===== src/rtl/fifo_pkg.sv =====
// Gray/binary conversion helpers shared by the write- and read-side
// FIFO controllers. The helpers work on 32-bit vectors. Callers zero-extend
// a narrower pointer on the way in and truncate the result on the way out.
// Zero upper bits do not change the low bits of either conversion.
package fifo_pkg;

   localparam int PTR_MAX_W = 32;

   // Binary to reflected Gray code.
   function automatic logic [PTR_MAX_W-1:0] bin2gray(input logic [PTR_MAX_W-1:0] b);
      return b ^ (b >> 1);
   endfunction

   // Reflected Gray code to binary. Each binary bit is the XOR of all
   // Gray bits at or above its position.
   function automatic logic [PTR_MAX_W-1:0] gray2bin(input logic [PTR_MAX_W-1:0] g);
      logic [PTR_MAX_W-1:0] b;
      b = g;
      for (int i = 1; i < PTR_MAX_W; i++) begin
         b = b ^ (g >> i);
      end
      return b;
   endfunction

endpackage


===== src/rtl/fifo_write_ctrl_sync_2ff.sv =====
// Two-flop synchronizer for a multi-bit Gray-coded pointer.
// A Gray pointer changes at most one bit per source edge, so a
// plain per-bit double flop yields either the old or the new value.
module sync_2ff #(
   parameter int WIDTH = 4
) (
   input  logic             clk,
   input  logic             rst_n,
   input  logic [WIDTH-1:0] i_d,
   output logic [WIDTH-1:0] o_q
);

   logic [WIDTH-1:0] r_q1;
   logic [WIDTH-1:0] r_q2;

   // Shift the asynchronous input through two flops. Both flops clear on reset.
   always_ff @(posedge clk or negedge rst_n) begin
      if (!rst_n) begin
         r_q1 <= '0;
         r_q2 <= '0;
      end else begin
         r_q1 <= i_d;
         r_q2 <= r_q1;
      end
   end

   assign o_q = r_q2;

endmodule


===== src/rtl/fifo_write_ctrl.sv =====
// Write-side controller of the dual-clock FIFO (wclk domain only).
// - Accepts words from a valid/ready producer.
// - Drives the memory write port.
// - Keeps the binary and Gray write pointers.
// - Synchronizes the read Gray pointer into wclk.
// - Derives full, almost_full and the write-side occupancy.
module fifo_write_ctrl
   import fifo_pkg::*;
#(
   parameter int DATA_WIDTH = 4,
   parameter int ADDR_WIDTH = 3,
   parameter int AF_THRESH  = 6
) (
   input  logic                  wclk,
   input  logic                  rst_n,
   input  logic                  in_valid,
   input  logic [DATA_WIDTH-1:0] in_data,
   output logic                  in_ready,
   output logic                  wen,
   output logic [ADDR_WIDTH-1:0] waddr,
   output logic [DATA_WIDTH-1:0] wdata,
   output logic [ADDR_WIDTH:0]   wptr_gray,
   input  logic [ADDR_WIDTH:0]   rptr_gray,
   output logic                  full,
   output logic                  almost_full,
   output logic [ADDR_WIDTH:0]   wcount
);

   // Pointer width: one extra MSB separates full from empty.
   localparam int PW = ADDR_WIDTH + 1;

   logic [PW-1:0] r_wbin;
   logic [PW-1:0] r_wgray;
   logic          r_full;

   logic          w_push;
   logic [PW-1:0] w_wbin_next;
   logic [PW-1:0] w_wgray_next;
   logic [PW-1:0] w_rq2;
   logic [PW-1:0] w_rbin;
   logic [PW-1:0] w_full_pat;
   logic [PW-1:0] w_wcount;

   // The read pointer enters this domain only through the synchronizer.
   sync_2ff #(
      .WIDTH (PW)
   ) u_rptr_sync (
      .clk   (wclk),
      .rst_n (rst_n),
      .i_d   (rptr_gray),
      .o_q   (w_rq2)
   );

   // A push needs a word, room, and no active reset. The reset gate keeps
   // wen low while reset is held, even if the producer is presenting data.
   assign w_push = in_valid && !r_full && rst_n;

   assign w_wbin_next  = r_wbin + PW'(w_push);
   assign w_wgray_next = PW'(bin2gray(PTR_MAX_W'(w_wbin_next)));

   // Full when the write pointer is exactly one lap ahead of the read pointer.
   // In Gray code that means the top two bits are inverted and the rest
   // are equal. A 1-bit address has only those two bits.
   generate
      if (ADDR_WIDTH >= 2) begin : g_full_pat_wide
         assign w_full_pat = {~w_rq2[PW-1:PW-2], w_rq2[PW-3:0]};
      end else begin : g_full_pat_narrow
         assign w_full_pat = ~w_rq2;
      end
   endgenerate

   // Advance the pointers on a push and register the look-ahead full flag.
   always_ff @(posedge wclk or negedge rst_n) begin
      if (!rst_n) begin
         r_wbin  <= '0;
         r_wgray <= '0;
         r_full  <= 1'b0;
      end else begin
         r_wbin  <= w_wbin_next;
         r_wgray <= w_wgray_next;
         r_full  <= (w_wgray_next == w_full_pat);
      end
   end

   // The occupancy uses the stale synchronized read pointer. It can
   // therefore over-report after a read, but it never under-reports.
   assign w_rbin   = PW'(gray2bin(PTR_MAX_W'(w_rq2)));
   assign w_wcount = r_wbin - w_rbin;

   assign in_ready    = !r_full;
   assign wen         = w_push;
   assign waddr       = r_wbin[ADDR_WIDTH-1:0];
   assign wdata       = in_data;
   assign wptr_gray   = r_wgray;
   assign full        = r_full;
   assign wcount      = w_wcount;
   assign almost_full = (w_wcount >= PW'(AF_THRESH));

endmodule


===== config.mk =====
export PLATFORM = sky130hd
export DESIGN_NAME = fifo_write_ctrl
export DESIGN_NICKNAME = d
export VERILOG_FILES = /design/src/rtl/fifo_pkg.sv /design/src/rtl/fifo_write_ctrl_sync_2ff.sv /design/src/rtl/fifo_write_ctrl.sv
export SDC_FILE = /design/constraint.sdc
export NUM_CORES = 1
export LEC_CHECK = 0
export BUFFER_PORTS_ARGS = -buffer_cell sky130_fd_sc_hd__buf_2
export CAP_MARGIN = 10
export CORE_MARGIN = 2
export CORE_UTILIZATION = 45
export DETAILED_ROUTE_END_ITERATION = 10
export GPL_TIMING_DRIVEN = 0
export PLACE_DENSITY = 0.75
export SLEW_MARGIN = 10
export SYNTH_ARGS = -nofsm -noshare
export SYNTH_HDL_FRONTEND = slang
export SYNTH_SLANG_ARGS = --single-unit

===== constraint.sdc =====
create_clock -name wclk -period 2.54 [get_ports wclk]
set_input_delay 0.254 -clock wclk [delete_from_list [all_inputs] [get_ports wclk]]
set_output_delay 0.254 -clock wclk [all_outputs]
set_load 0.05 [all_outputs]

# After elaboration in Yosys (flattened, before gate mapping)

Cells that the tools add are included.

Bits in registers: 17
Input bits: 11

$add $sub $neg: 2
Magnitude comparators: 1
Eq/ne operators: 1
Bitwise logic cells: 5
Reductions and logical operators: 3

Operators by type and width:

| operator             | count |
|---|---|
| $xor A4 B3 Y4        | 2 |
| $add A4 B1 Y4        | 1 |
| $eq A4 B4 Y1         | 1 |
| $ge A4 B3 Y1 const B | 1 |
| $sub A4 B4 Y4        | 1 |
| $xor A4 B1 Y4        | 1 |
| $xor A4 B2 Y4        | 1 |
| $logic_and A1 B1 Y1  | 2 |
| $not A2 Y2           | 1 |
| $logic_not A1 Y1     | 1 |

# Longest topological paths before layout

Gate-level depths: netlist of run 1.

Depth in word-level cells: 6
Gate-level depth with buffers: 9
Gate-level depth less buffers: 9

# Modules after synthesis

From an unflattened synthesis of run 1, not the netlist that was laid out.

Cell total of the unflattened synthesis: 59
Area total of the unflattened synthesis: 733.2 µm²

Modules (own cells, without submodules):

| module          | times used | cells an instance | area an instance (µm²) |
|---|---|---|---|
| fifo_write_ctrl | 1          | 51                | 533.0 |
| sync_2ff        | 1          | 8                 | 200.2 |

# Worst setup path after synthesis of run 1

No wires, ideal clock.

Kind: register to output
Start: reg u_rptr_sync.r_q2[3], in the netlist u_rptr_sync.o_q[3]
End: out almost_full
Arrival time: 3.125 ns
Required time: 2.286 ns
Slack: -0.839 ns
Stages on the path, launching flop included: 10
Path through: dfrtp_1 -> xnor2_1 -> xor2_1 -> xnor2_1 -> ha_1 -> inv_1 -> fa_1 -> xor2_1 -> nand2_1 -> o21ai_0

Longest elaborated chain between the ends: 5

Ends and longest elaborated chain:

| item                   | line                           | RTL |
|---|---|---|
| from (decl)            | fifo_write_ctrl_sync_2ff.sv:14 | `logic [WIDTH-1:0] r_q2;` |
| from (signal assigned) | fifo_write_ctrl_sync_2ff.sv:23 | `r_q2 <= r_q1;` |
| $xor A4 B3 Y4          | fifo_pkg.sv:20                 | `b = b ^ (g >> i);` |
| $xor A4 B2 Y4          | fifo_pkg.sv:20                 |  |
| $xor A4 B1 Y4 (*)      | fifo_pkg.sv:20                 |  |
| $sub A4 B4 Y4 (*)      | fifo_write_ctrl.sv:88          | `assign w_wcount = r_wbin - w_rbin;` |
| named net wcount[2]    | fifo_write_ctrl.sv:26          | `output logic [ADDR_WIDTH:0] wcount` |
| $ge A4 B3 Y1 (*)       | fifo_write_ctrl.sv:97          | `assign almost_full = (w_wcount >= PW'(AF_THRESH));` |
| to (decl)              | fifo_write_ctrl.sv:25          | `output logic almost_full,` |

The timed path passes the listed nets; every way through them passes the cells marked *.

# Final worst setup path of run 1

Start: reg u_rptr_sync.r_q2[2], in the netlist u_rptr_sync.o_q[2]
End: out almost_full

Longest elaborated chain between the ends: 5

Ends and longest elaborated chain:

| item              | line |
|---|---|
| $xor A4 B3 Y4     | fifo_pkg.sv:20 |
| $xor A4 B2 Y4 (*) | fifo_pkg.sv:20 |
| $xor A4 B1 Y4 (*) | fifo_pkg.sv:20 |
| $sub A4 B4 Y4 (*) | fifo_write_ctrl.sv:88 |
| $ge A4 B3 Y1 (*)  | fifo_write_ctrl.sv:97 |

Mark *: on every way between the ends. The rest lies on a longest branch, timed or not.

==> metrics, run 1 <==
outcome complete, but fails checks; failing checks setup timing; Gate Count Post-Synth 59; period utilisation layout 1.03; port bufs 25; Syn Nets 76; Rows 14; vias in the first global route 569; Total Wirelength 1320 um; Antenna Nets Post-Route 0; crit-path cells xnor2_2 > xor2_2 > xnor2_1 > ha_2 > inv_2 > fa_2 > xor2_4 > nand2_2 > o21ai_4 > buf_6; placeable core area 1520 um^2; critical path startpoint u_rptr_sync.o_q[2]; RSZ-0062 raised after global routing true; drt drc 0; area of the multi-input gates 343 um^2; initial antenna violation count 0; Critical R2R Launch full; top cells by area, synth dfrtp_1 55%, xor2_1 11%, ha_1 8.5%; register area share after synthesis 0.546; syn avg cell area 12.4 um^2; Vias/cell 4.77; startpoint types flop; CP arrival 2.35 ns; fmax 0.384 GHz; I/O pin count 30; CTS clk-pin slew, worst paths 0.09 ns; die area 1970 um^2; CTS tree done; H-tree depth 1; Setup CP Type flop to primary output; nets@finish 113; gp weighted congestion 0.731; Filler Cell Count 126; Critical Path Max Stage Delay 0.43 ns; First-pass DRT Iterations 1; latest clock arrival within the worst-skew pair 0.28 ns; final setup margin -0.0635 ns; DP HPWL 1010 um; Reg area 402 um^2; max_slew headroom 0.545; GR Util All Layers 0.162; min Tclk post-route 2.60 ns; crit path capture type primary output; Worst Path Required 2.29 ns; post-synth top area cell dfrtp_1; Iteration-0 DRC Markers 0; post-synth top area share 0.546; WL/cell 11.9 um; mapped cell area 733 um^2; worst-margin pin slew 0.681 ns; HP Class input port to flop; die width 44.4 um; Setup-failing EPs final 3; largest net degree at the start of global routing 17; Bufs on Longest Clock Path 2; Congestion Overflow GR 0; CTS buffer count 3; layout cells sized above 1 0.558; Hold Vio Cnt, Final 0; clk_skew 0.000442 ns; area grow syn2layout 43.0%; Antenna Diode Count 0; root buf cell clkbuf_4; critical-path maximum fanout 2; Worst Hold Launch rptr_gray[2]; via count 530; max_cap viols 0; first-pass GRT wire length 2220 um; yosys warns 0; FF+latch count, synth 16; CTS sink cnt 16; Slew Limit Fails 0; Initial Util 0.481; DIE HEIGHT 44.4 um; Critical-path top delay cell dfrtp_1; Setup TNS -0.129 ns; Yosys cell types 17
[cell families (layout without fill, tap and decap cells)]
family          Yosys count  after routing  share of synthesized area
flops                    16             16                      0.546
xor+xnor                 13             13                      0.166
simple gates             10             10                     0.0734
buf+inv                  10             46                     0.0717
fa+ha+maj                 6              6                      0.113
compound gates            4              4                     0.0307
[final timing paths]
path                                        to  slack, ns  cells after the start
max in group asynchronous                 full       1.50                      2
min                        u_rptr_sync.r_q1[2]       0.07                      1
max                                almost_full      -0.06                     10
min reg2reg                 u_rptr_sync.o_q[0]       0.36                      0
max reg2reg                               full       0.41                      8
min in group asynchronous  u_rptr_sync.r_q1[2]       0.57                      2
[cell usage after synthesis]
cell,number
a21oi_1,1
a22oi_1,1
and3_1,2
buf_4,4
dfrtp_1,16
fa_1,1
ha_1,5
inv_1,6
nand2_1,1
nand3_1,3
nor2_1,1
nor2b_1,1
o21ai_0,2
or3_1,2
xnor2_1,3
xor2_1,9
xor2_2,1
[per-layer routing]
layer | GRT usage | share of wire
met3 | 0.0204 | 0.048
met4 | 0.115 | 0.011
met5 | 0 | 0
met1 | 0.170 | 0.36
met2 | 0.294 | 0.58
[sequential cells by signal (all words and copies together) (netlist names)]
signal and flops:
full 1, u_rptr_sync.o_q 4, wptr_gray 3, u_rptr_sync.r_q1 4, r_wbin 4
[final cells by class]
type / instances / area share
Tap cell: 16 / 0.0191
Multi-Input combinational cell: 33 / 0.327
Clock buffer: 4 / 0.0346
Sequential cell: 16 / 0.383
Inverter: 6 / 0.0251
Buffer: 4 / 0.0286
Timing Repair Buffer: 32 / 0.183
[placed cells by master (no fill, tap or decap), drive strengths merged, types with 2 or more instances in the layout]
| cell type | netlist | layout |
|---|---|---|
| xor2 | 10 | 10 |
| dfrtp | 16 | 16 |
| clkbuf | 0 | 4 |
| or3 | 2 | 2 |
| ha | 5 | 5 |
| xnor2 | 3 | 3 |
| nand3 | 3 | 3 |
| o21ai | 2 | 2 |
| inv | 6 | 5 |
| and3 | 2 | 2 |
| buf | 4 | 35 |
[through the flow]
stage | hold WS (ns) | std cells | cell area, um^2 | utilization | setup slack, ns
floorplan | -0.0416 | 59 | 798 | - | 0.00184
global placement | 0.178 | 100 | 943 | 0.619 | 0.0502
detailed placement | 0.184 | 100 | 943 | 0.619 | 0.00696
CTS | 0.0631 | 110 | 1040 | 0.683 | -0.0924
global route | 0.0567 | 111 | 1050 | 0.688 | -0.194
finish | 0.0748 | 111 | 1050 | 0.688 | -0.0635
[worst max-delay path, delay by kind of cell (launching register included)]
family	cells	cell delay, ns
xor+xnor	4	0.74
fa+ha+maj	2	0.57
flops	1	0.43
buf+inv	2	0.21
simple gates	1	0.08
compound gates	1	0.06
[timing repair]
action / 4_1_cts / 5_1_grt
setup buffers: 5 / 1
hold endpoints to repair: 16 / 0
hold buffers: 1 / 0
pin swaps: 7 / 4
resized for setup: 6 / 1
setup endpoints to repair: 4 / 4
Power of run 1 is left out: the tool's default activity adds up to more than one toggle a clock period on the data nets, which glitch-free logic cannot reach.
==> run 2: changes to the inputs <==
- PLACE_DENSITY: 0.75 -> 0.85
- TNS_END_PERCENT: unset -> 5
==> metrics, run 2 (synthesis results as in run 1) <==
gp weighted congestion 0.724 (-1.0%); Critical R2R Launch full; GR Util All Layers 0.159 (-0.00320); RSZ-0062 raised after global routing true; max_slew headroom 0.560 (+0.0155); Bufs on Longest Clock Path 2 (unchanged); Worst Path Required 2.29 ns (about the same); Setup CP Type flop to primary output; failing checks setup timing; H-tree depth 1 (unchanged); root buf cell clkbuf_4; Antenna Nets Post-Route 0 (unchanged); period utilisation layout 1.02 (-0.00555); CTS sink cnt 16 (unchanged); Rows 14 (unchanged); Initial Util 0.481 (unchanged); GRT busiest layer met2; port bufs 25 (unchanged); startpoint types flop; Antenna Diode Count 0 (unchanged); Congestion Overflow GR 0 (unchanged); reg2reg end full; CP arrival 2.34 ns (about the same); initial antenna violation count 0 (unchanged); post-layout util 0.695 (+0.00657); Slew Limit Fails 0 (unchanged); Iteration-0 DRC Markers 0 (unchanged); DP HPWL 1010 um (+0.58%); critical-path maximum fanout 2 (unchanged); HP Class input port to flop; I/O pin count 30 (unchanged); setup slack, reg-to-reg 0.41 ns (about the same); WL/cell 11.6 um (-2.5%); critical path startpoint u_rptr_sync.o_q[2]; die width 44.4 um (unchanged); layout cells sized above 1 0.574 (+0.0166); met2 Track Usage GR 0.309 (+0.0147); met1 usage 0.163 (-0.00733); most common cell after layout, fill and taps aside buf_2; drt drc 0 (unchanged); CTS tree done; max_cap viols 0 (unchanged); First-pass DRT Iterations 1 (unchanged); outcome complete, but fails checks; vias in the first global route 513 (-9.8%); via count 519 (-2.1%); Vias/cell 4.72 (-1.2%); commonest cells after routing, fill and taps aside 22 x buf_2, 13 x dfrtp_1, 10 x buf_4, 7 x xor2_1; Total Wirelength 1280 um (-3.3%); nets@finish 112 (-0.88%); grt met3 use 0.0122 (-0.00816); Setup-failing EPs final 2 (-1); area grow syn2layout 44.4%; largest net degree at the start of global routing 17 (unchanged); final setup margin -0.0494 ns (+0.0141 ns); Hold Vio Cnt, Final 0 (unchanged); Worst Reg2Reg Path Length in Cells 8 (unchanged); die area 1970 um^2 (unchanged); placeable core area 1520 um^2 (unchanged); clk_skew 0.00124 ns (+0.000798 ns); crit path capture type primary output; CTS clk-pin slew, worst paths 0.09 ns (about the same); CTS buffer count 3 (unchanged); DIE HEIGHT 44.4 um (unchanged); CP endpoint almost_full; min Tclk post-route 2.59 ns (-0.0141 ns); fmax 0.386 GHz (+0.54%); first-pass GRT wire length 2150 um (-3.1%); latest clock arrival within the worst-skew pair 0.27 ns (about the same); worst-margin pin slew 0.658 ns (-0.0231 ns)
==> run 2: changes by cell type in the layout (fill, tap and decap cells not counted), moves of 2 or more <==
cell,change
dfrtp_2,+2
dfrtp_1,-2
ha_1,+2
ha_2,-2
buf_4,-2
==> run 2: timing repair <==
action                                 4_1_cts  5_1_grt
buffers inserted                             4        1
endpoints found under the hold margin       16        0
pin swaps                                    7        4
resized for setup                            6        6
hold buffers                                 1        0
setup endpoints to repair                    4        4
==> run 2: worst min path at each step <==
stage / startpoint / endpoint / slack, ns / depth (start not counted)
after detailed placement: rst_n / wptr_gray[1] / 0.18 / 1
after global routing: rptr_gray[1] / u_rptr_sync.r_q1[1] / 0.06 / 1
after CTS: rptr_gray[2] / u_rptr_sync.r_q1[2] / 0.07 / 1
final: rptr_gray[3] / u_rptr_sync.r_q1[3] / 0.08 / 1
after global placement: rst_n / u_rptr_sync.o_q[0] / 0.17 / 1
after floorplan: rst_n / full / -0.04 / 0
==> run 2: area by class of cell <==
type | instances | area, um^2
Clock buffer | 4 | 36.3
Multi-Input combinational cell | 33 | 358
Sequential cell | 16 | 404
Timing Repair Buffer | 31 | 184
Tap cell | 16 | 20.0
Buffer | 4 | 30.0
Fill cell | 118 | 465
Inverter | 6 | 26.3
==> run 2: worst max-delay path, stage by stage (launching register included) <==
cell	delay, ns
dfrtp_2	0.45
xnor2_4	0.20
xor2_2	0.18
xnor2_1	0.14
ha_2	0.21
inv_2	0.04
fa_2	0.38
xor2_4	0.16
nand2_2	0.08
o21ai_4	0.06
buf_6	0.17
==> run 2: metal layers <==
metal  wire length [um]  vias to the layer above
met3                 61                        2
met2                728                       18
met5                  0                        -
met4                 10                        0
met1                477                      246
li1                   -                      253
==> run 2: metrics by stage <==
step,hold WS [ns],area [um^2],TNS (ns),std cells,worst slack (ns)
floorplan,-0.0416,793,-0.0191,59,-0.0191
global placement,0.175,938,0,100,0.0489
detailed placement,0.180,938,-0.0431,100,-0.0431
CTS,0.0695,1030,-0.256,109,-0.106
global route,0.0606,1060,-0.455,110,-0.160
finish,0.0781,1060,-0.0747,110,-0.0494
Power of run 2 is left out for the same reason.
